## config.mk

```make
export PLATFORM = sky130hd
export DESIGN_NAME = lane_dispatcher
export DESIGN_NICKNAME = d
export VERILOG_FILES = /design/src/rtl/cnn_pkg.sv /design/src/rtl/lane_tag_counter.sv /design/src/rtl/lane_dispatcher.sv
export SDC_FILE = /design/constraint.sdc
export NUM_CORES = 1
export LEC_CHECK = 0
export ABC_AREA = 1
export CAP_MARGIN = 20
export CORE_MARGIN = 2
export CORE_UTILIZATION = 25
export CTS_BUF_LIST = sky130_fd_sc_hd__clkbuf_16
export DETAILED_ROUTE_END_ITERATION = 8
export SETUP_SLACK_MARGIN = 0.5
export SKIP_CTS_REPAIR_TIMING = 1
export SLEW_MARGIN = 40
export SYNTH_ARGS = -nofsm -noshare
export SYNTH_HDL_FRONTEND = slang
export SYNTH_HIERARCHICAL = 1
export SYNTH_SLANG_ARGS = --single-unit
```

## constraint.sdc

```tcl
create_clock -name clk -period 4.3 [get_ports clk]
set_input_delay 0.645 -clock clk [delete_from_list [all_inputs] [get_ports clk]]
set_output_delay 0.645 -clock clk [all_outputs]
set_load 0.02 [all_outputs]
```

## src/rtl/cnn_pkg.sv

```systemverilog
// ---------------------------------------------------------------------------
// cnn_pkg
//   Shared definitions for the CNN datapath lane logic. Used by the lane
//   dispatcher and the 1:4 PE-lane demux bench.
//   Contents:
//     LANES         number of PE lanes fed by the demux (4)
//     lane_idx_t    2-bit lane index
//     disp_state_t  dispatcher FSM states
//     onehot4()     lane index -> 4-bit one-hot demux select
//     cnt_width()   word counter width for a given burst length, min 1 bit
// ---------------------------------------------------------------------------
package cnn_pkg;

   localparam int LANES = 4;

   typedef logic [1:0] lane_idx_t;

   typedef enum logic [1:0] {
      ST_IDLE  = 2'd0,
      ST_RUN   = 2'd1,
      ST_FLUSH = 2'd2
   } disp_state_t;

   // Lane index to demux one-hot select.
   function automatic logic [3:0] onehot4(input lane_idx_t idx);
      logic [3:0] oh;
      case (idx)
         2'd0:    oh = 4'b0001;
         2'd1:    oh = 4'b0010;
         2'd2:    oh = 4'b0100;
         2'd3:    oh = 4'b1000;
         default: oh = 4'b0000;
      endcase
      return oh;
   endfunction

   // A burst of one word still needs a one-bit counter to stay legal.
   function automatic int cnt_width(input int burst);
      return (burst > 1) ? $clog2(burst) : 1;
   endfunction

endpackage

```

## src/rtl/lane_tag_counter.sv

```systemverilog
// ---------------------------------------------------------------------------
// lane_tag_counter
//   Tracks the position of the next accepted word inside a frame: a word
//   counter 0..BURST-1 that wraps into a lane index 0..3.
//   Ports:
//     clk        in   rising-edge clock
//     reset      in   synchronous active-high reset
//     clear      in   return both counters to 0 (frame start)
//     inc        in   one word accepted; advance position
//     lane_idx   out  lane the next accepted word belongs to
//     last_word  out  next accepted word is the final word of the frame
// ---------------------------------------------------------------------------
module lane_tag_counter
   import cnn_pkg::*;
#(
   parameter int BURST = 9
)
(
   input  logic      clk,
   input  logic      reset,
   input  logic      clear,
   input  logic      inc,
   output lane_idx_t lane_idx,
   output logic      last_word
);

   localparam int            CW       = cnt_width(BURST);
   localparam logic [CW-1:0] WORD_MAX = CW'(BURST - 1);
   localparam logic [CW-1:0] WORD_ONE = CW'(1);
   localparam lane_idx_t     LANE_MAX = lane_idx_t'(LANES - 1);

   logic [CW-1:0] word_cnt_q;
   logic [CW-1:0] word_cnt_d;
   lane_idx_t     lane_idx_q;
   lane_idx_t     lane_idx_d;
   logic          burst_end_s;

   assign burst_end_s = (word_cnt_q == WORD_MAX);
   assign lane_idx    = lane_idx_q;
   assign last_word   = burst_end_s && (lane_idx_q == LANE_MAX);

   // Next-position computation; lane index wraps 3 -> 0 naturally at frame end.
   always_comb begin
      word_cnt_d = word_cnt_q;
      lane_idx_d = lane_idx_q;
      if (clear) begin
         word_cnt_d = {CW{1'b0}};
         lane_idx_d = 2'd0;
      end else if (inc) begin
         if (burst_end_s) begin
            word_cnt_d = {CW{1'b0}};
            lane_idx_d = lane_idx_q + 2'd1;
         end else begin
            word_cnt_d = word_cnt_q + WORD_ONE;
            lane_idx_d = lane_idx_q;
         end
      end else begin
         word_cnt_d = word_cnt_q;
         lane_idx_d = lane_idx_q;
      end
   end

   // Counter state registers.
   always_ff @(posedge clk) begin
      if (reset) begin
         word_cnt_q <= {CW{1'b0}};
         lane_idx_q <= 2'd0;
      end else begin
         word_cnt_q <= word_cnt_d;
         lane_idx_q <= lane_idx_d;
      end
   end

endmodule

```

## src/rtl/lane_dispatcher.sv

```systemverilog
// ---------------------------------------------------------------------------
// lane_dispatcher
//   Feeds the 1:4 PE-lane demux. Takes a valid/ready word stream and deals
//   it out in bursts of BURST words per lane (lane0..lane3), then ends the
//   frame. A one-entry output register holds each word with its lane tag
//   until that lane is ready.
//   Parameters:
//     size   data word width (matches the demux)
//     BURST  words per lane per frame, >= 1
//   Ports:
//     clk         in   rising-edge clock
//     reset       in   synchronous active-high reset
//     start       in   frame start pulse, honoured only in IDLE
//     in_valid    in   upstream word valid
//     in_data     in   upstream word
//     in_ready    out  word accepted when in_valid && in_ready
//     lane_ready  in   per-lane consumer ready (bit i = demux output i)
//     d_out       out  held word to demux d_in
//     sel         out  one-hot lane select while out_valid, else 0
//     out_valid   out  d_out/sel hold a word
//     busy        out  frame in progress (RUN or FLUSH)
//     done        out  one-cycle pulse after the last word transfers
// ---------------------------------------------------------------------------
module lane_dispatcher
   import cnn_pkg::*;
#(
   parameter int size  = 16,
   parameter int BURST = 9
)
(
   input  logic             clk,
   input  logic             reset,
   input  logic             start,
   input  logic             in_valid,
   input  logic [size-1:0]  in_data,
   output logic             in_ready,
   input  logic [LANES-1:0] lane_ready,
   output logic [size-1:0]  d_out,
   output logic [LANES-1:0] sel,
   output logic             out_valid,
   output logic             busy,
   output logic             done
);

   disp_state_t      state_q;
   disp_state_t      state_d;
   logic [size-1:0]  d_out_q;
   logic [size-1:0]  d_out_d;
   lane_idx_t        tag_q;
   lane_idx_t        tag_d;
   logic [LANES-1:0] sel_q;
   logic [LANES-1:0] sel_d;
   logic             out_valid_q;
   logic             out_valid_d;
   logic             busy_q;
   logic             busy_d;
   logic             done_q;
   logic             done_d;

   logic             xfer_s;
   logic             in_ready_s;
   logic             accept_s;
   logic             start_s;
   lane_idx_t        lane_idx_s;
   logic             last_word_s;

   // Only the tagged lane's ready matters; the others never release the word.
   assign xfer_s     = out_valid_q && lane_ready[tag_q];
   // The slot is free next cycle if empty now or draining now.
   assign in_ready_s = (state_q == ST_RUN) && (!out_valid_q || lane_ready[tag_q]);
   assign accept_s   = in_valid && in_ready_s;
   assign start_s    = (state_q == ST_IDLE) && start;

   lane_tag_counter #(
      .BURST (BURST)
   ) u_tag_cnt (
      .clk       (clk),
      .reset     (reset),
      .clear     (start_s),
      .inc       (accept_s),
      .lane_idx  (lane_idx_s),
      .last_word (last_word_s)
   );

   // Frame sequencing; done is raised as the last held word leaves.
   always_comb begin
      state_d = state_q;
      done_d  = 1'b0;
      case (state_q)
         ST_IDLE: begin
            if (start_s) begin
               state_d = ST_RUN;
            end else begin
               state_d = ST_IDLE;
            end
         end
         ST_RUN: begin
            if (accept_s && last_word_s) begin
               state_d = ST_FLUSH;
            end else begin
               state_d = ST_RUN;
            end
         end
         ST_FLUSH: begin
            if (xfer_s) begin
               state_d = ST_IDLE;
               done_d  = 1'b1;
            end else begin
               state_d = ST_FLUSH;
            end
         end
         default: begin
            state_d = ST_IDLE;
            done_d  = 1'b0;
         end
      endcase
   end

   // Output slot: a new accept overwrites a draining word in the same cycle.
   always_comb begin
      out_valid_d = out_valid_q;
      d_out_d     = d_out_q;
      tag_d       = tag_q;
      if (accept_s) begin
         out_valid_d = 1'b1;
         d_out_d     = in_data;
         tag_d       = lane_idx_s;
      end else if (xfer_s) begin
         out_valid_d = 1'b0;
      end else begin
         out_valid_d = out_valid_q;
      end
      if (out_valid_d) begin
         sel_d = onehot4(tag_d);
      end else begin
         sel_d = 4'b0000;
      end
      busy_d = (state_d != ST_IDLE);
   end

   // State and output registers.
   always_ff @(posedge clk) begin
      if (reset) begin
         state_q     <= ST_IDLE;
         d_out_q     <= {size{1'b0}};
         tag_q       <= 2'd0;
         sel_q       <= 4'b0000;
         out_valid_q <= 1'b0;
         busy_q      <= 1'b0;
         done_q      <= 1'b0;
      end else begin
         state_q     <= state_d;
         d_out_q     <= d_out_d;
         tag_q       <= tag_d;
         sel_q       <= sel_d;
         out_valid_q <= out_valid_d;
         busy_q      <= busy_d;
         done_q      <= done_d;
      end
   end

   assign in_ready  = in_ready_s;
   assign d_out     = d_out_q;
   assign sel       = sel_q;
   assign out_valid = out_valid_q;
   assign busy      = busy_q;
   assign done      = done_q;

endmodule

```

* Word-level counts from Yosys, hierarchy flattened
Index checks and enable logic that the tools add are counted.
Cells by class: mux-type cells 12, reductions and logical operators 15, equal/unequal tests 7, order comparisons 1, bitwise gates (word level) 2, add/sub/neg operators 2
Operators by type and width (number):
- $pmux W4 S4 | 1
- $eq A2 B2 Y1 const B | 4
- $logic_and A1 B1 Y1 | 6
- $mux W2 | 3
- $pmux W2 S3 | 1
- $reduce_or A2 Y1 | 3
- $mux W1 | 5
- $add A4 B1 Y4 const B | 1
- $eq A2 B1 Y1 const B | 2
- $eq A4 B4 Y1 const B | 1
- $logic_not A2 Y1 | 2
- $mux W4 | 1
- $lt A2 B3 Y1 const B | 1
- $add A2 B1 Y2 const B | 1
- $bmux W1 S2 | 1
- $not A1 Y1 | 2
- $reduce_and A2 Y1 | 1
- $reduce_bool A2 Y1 | 1
- $logic_not A1 Y1 | 1
- $logic_or A1 B1 Y1 | 1
Storage, ports and cells: bits in registers 33, word-level logic and storage cells 48

* Longest topological paths before layout
depth after elaboration 9, depth in mapped cells 13

* Cells and area by module
The synthesis kept the hierarchy.
Modules (own cells, without submodules):
- lane_dispatcher | instances 1, cells an instance 135, seq. area each 540.5 um^2, area an instance 1107.3 um^2
- lane_tag_counter | instances 1, cells an instance 47, seq. area each 120.1 um^2, area an instance 324.1 um^2

* Worst setup path after synthesis
OpenSTA, ideal clock, no wires.
path kind input to output, start point in lane_ready[1], end point out in_ready, data arrival time 1.141 ns, cell stages on the path 6, buffers on the path 0, path slack 2.514 ns, cell sequence nand2_1 > nand3_1 > nand2_2 > nand2_4 > nand2_1 > inv_1
On the way: longest elaborated chain between the ends 4
Ends and longest elaborated chain:
- start: declaration | line lane_dispatcher.sv:37 | input logic [LANES-1:0] lane_ready,
- $bmux W1 S2 | line lane_dispatcher.sv:70 | assign in_ready_s = (state_q == ST_RUN) && (!out_valid_q || lane_ready[tag_q]);
- $mux W1 (implied by the code) | line lane_dispatcher.sv:70
- $logic_or A1 B1 Y1 | line lane_dispatcher.sv:70
- $logic_and A1 B1 Y1 | line lane_dispatcher.sv:70
- end: declaration | line lane_dispatcher.sv:36 | output logic in_ready,
Every way passes these cells. The select of a mux whose other input is x is not followed.

* Final worst setup path
Ends and elaborated chain as after synthesis.

==> metrics.md <==
| Metric | Value |
|---|---|
| TritonCTS buffer count | `5` |
| Post-Place Worst Slack | `1.49 ns` |
| Dpl hpwl | `2.05 mm` |
| Core area | `5510 um^2` |
| Global routing's busiest layer | `met2` |
| HP Start | `d_out[14]$_SDFFE_PP0N_` |
| WP data arrival | `2.16 ns` |
| Layout cells sized above 1 | `15.1%` |
| Placed insts | `296` |
| Status | `complete, no violations` |
| Setup TNS | `0 ns` |
| Register area share after synthesis | `46.2%` |
| Clk_lat worst skew | `0.27 ns` |
| Fillers | `574` |
| Placed cell areas | `1940 um^2` |
| Final Skew | `0.00449 ns` |
| Ports | `48` |
| Leakage power | `0.833 nW` |
| Crit. End Element | `primary output` |
| Synth cell count leaders | `54 x nand2_1, 33 x dfxtp_1, 21 x inv_1, 16 x nor2_1, 11 x nand2_2` |
| Slew Viols, Final | `0` |
| Gr ovfl total | `0` |
| Fin area | `2100 um^2` |
| R2R cell count | `7` |
| Starting density of the core | `26.0%` |
| Met2 Use GR | `16.6%` |
| Via/cell ratio | `4.05` |
| Largest net degree at the start of global routing | `23` |
| Area growth, synth to finish | `46.7%` |
| TritonRoute pass-1 iters | `4` |
| Hold Path Depth | `2` |
| Via count | `1232` |
| DR DRC count | `0` |
| Iter 0 DRT Violations | `21` |
| Top fanout value on the critical path | `6` |
| Synth Cell Area | `1430 um^2` |
| Yosys warnings | `6` |
| Power Density | `386 nW/um^2` |
| Worst-Margin Slew | `0.522 ns` |
| Worst r2r src | `state_q[0]$_SDFF_PP0_` |
| Clk slew on worst S/H paths | `0.05 ns` |
| Post-layout util | `38.1%` |
| CTS Sinks | `33` |
| Leading post-synthesis cells by cell area | `dfxtp_1 46%, nand2_1 14%, a21oi_2 6.1%` |
| Rel. slew slack | `65.2%` |
| H-tree levels | `2` |
| Cell Count, Final, Fillers Out | `304` |
| Die Area | `6350 um^2` |
| Cell Rows | `27` |
| Grt met3 use | `3.96%` |
| Power, Total | `0.810 mW` |
| Period utilization | `65.1%` |
| First-pass GRT wire length | `5.05 mm` |
| Final setup viols | `0` |
| Post-route minimum period | `2.80 ns` |
| WS Path Type | `in2out` |
| Buffers added on ports | `47` |
| R2R setup slack | `2.26 ns` |
| Initial antenna violation count | `0` |
| Flops & latches, synth | `33` |
| Max-Cap Viols | `0` |
| Root Driver | `clkbuf_16` |
| Final Hold Fails | `0` |
| Die width | `79.7 um` |
| Fmax | `357 MHz` |
| Vias in the first global route | `1204` |
| Top-count cell post-synth | `nand2_1` |
| Final hold slack | `0.463 ns` |
| Syn avg cell area | `7.86 um^2` |
| Post-Synthesis Cells | `182` |
| Synth cell types | `23` |
| RSZ-0062 raised after global routing | `no` |
| Post-synth top area cell | `dfxtp_1` |
| Layout Nets | `258` |
| Peak supply drop | `0.223 mV` |
| TritonCTS clock tree | `done` |
| Grt met1 use | `11.8%` |
| RD Place Congestion | `0.779` |
| Mapped Nets | `209` |
| Routed Antenna Nets | `0` |
| Ant diodes | `0` |
| Per-cell routed wire length | `9.62 um` |
| Die Y | `79.7 um` |
| Hold endpoint | `d_out[14]$_SDFFE_PP0N_` |
| Setup crit start kind | `input pin` |
| HP Class | `reg2reg` |
| Post-Route WL | `2.92 mm` |
| Post-synth EDFFs | `0` |
| Gr usage total | `10.3%` |
| Asr flop ratio synth | `0%` |
| Setup slack after layout | `1.50 ns` |
| Clock Tree Buf Depth | `2` |
| Worst reg2reg path endpoint | `u_tag_cnt/word_cnt_q[3]$_SDFFE_PP0P_` |
| Top_reg_cell synth | `dfxtp_1` |
| Post-synth top area share | `46.2%` |
| CP Data Required Time | `3.65 ns` |
[routing by layer]
layer  part of all wire [%]  wire length (um)
met5                      0                 0
met4                    2.0                58
met3                    6.5               189
met2                     45              1320
met1                     46              1360
[kinds of logic after synthesis]
group / share of synthesized area, %
compound gates: 11.2
xor+xnor: 0.612
fa+ha+maj: 2.62
buf+inv: 9.79
flops: 46.2
simple gates: 29.6
[registers in the layout, summed over array words and instances, names as in the netlist]
name                  flops
out_valid                 1
d_out                    16
sel                       4
tag_q                     2
u_tag_cnt/word_cnt_q      4
done                      1
busy                      1
state_q                   2
u_tag_cnt/lane_idx        2
[area by class of cell]
type / instances / area (um^2) / area share, %
sequential: 33 / 661 / 31.5
multi-input combinational: 120 / 631 / 30.0
timing repair buffer: 47 / 465 / 22.2
clock buffer: 5 / 125 / 5.96
inverter: 24 / 90.1 / 4.29
tap: 72 / 90.1 / 4.29
clock inverter: 3 / 37.5 / 1.79
[critical path, stage by stage]
cell	delay, ns
clkdlybuf4s50_1	0.46
nand2_1	0.05
nand3_1	0.09
nand2_2	0.09
nand2_4	0.10
nand2_1	0.06
inv_1	0.06
clkdlybuf4s50_1	0.59
[cells in the final DEF (no fill, tap or decap)]
cell type,instances
bufinv_16,1
o21bai_2,1
nand3_1,5
buf_2,1
o21ai_2,1
clkinv_1,1
dfxtp_1,33
nor4_1,1
nor2_1,16
nor3b_1,1
o21ai_0,2
nand2_4,1
a21oi_1,7
nand4_1,4
nand2_2,11
inv_1,22
clkdlybuf4s50_1,46
ha_1,3
o31ai_1,1
nand3_4,1
nand2_1,54
clkbuf_16,5
inv_2,3
a21oi_2,10
xor2_1,1
[worst max path at each step]
stage | startpoint | endpoint | slack, ns
after global placement | lane_ready[1] | in_ready | 1.50
after floorplan | lane_ready[1] | in_ready | 2.51
after CTS | lane_ready[1] | in_ready | 1.48
after detailed placement | lane_ready[1] | in_ready | 1.49
final | lane_ready[1] | in_ready | 1.50
after global routing | lane_ready[1] | in_ready | 1.35
[power by group]
| part | internal [mW] | switching [mW] | total [mW] |
|---|---|---|---|
| clock | 0.269 | 0.120 | 0.388 |
| sequential | 0.317 | 0.00639 | 0.324 |
| combinational | 0.0471 | 0.0512 | 0.0983 |
| total | 0.633 | 0.177 | 0.810 |
(Power assumes the default switching activity.)
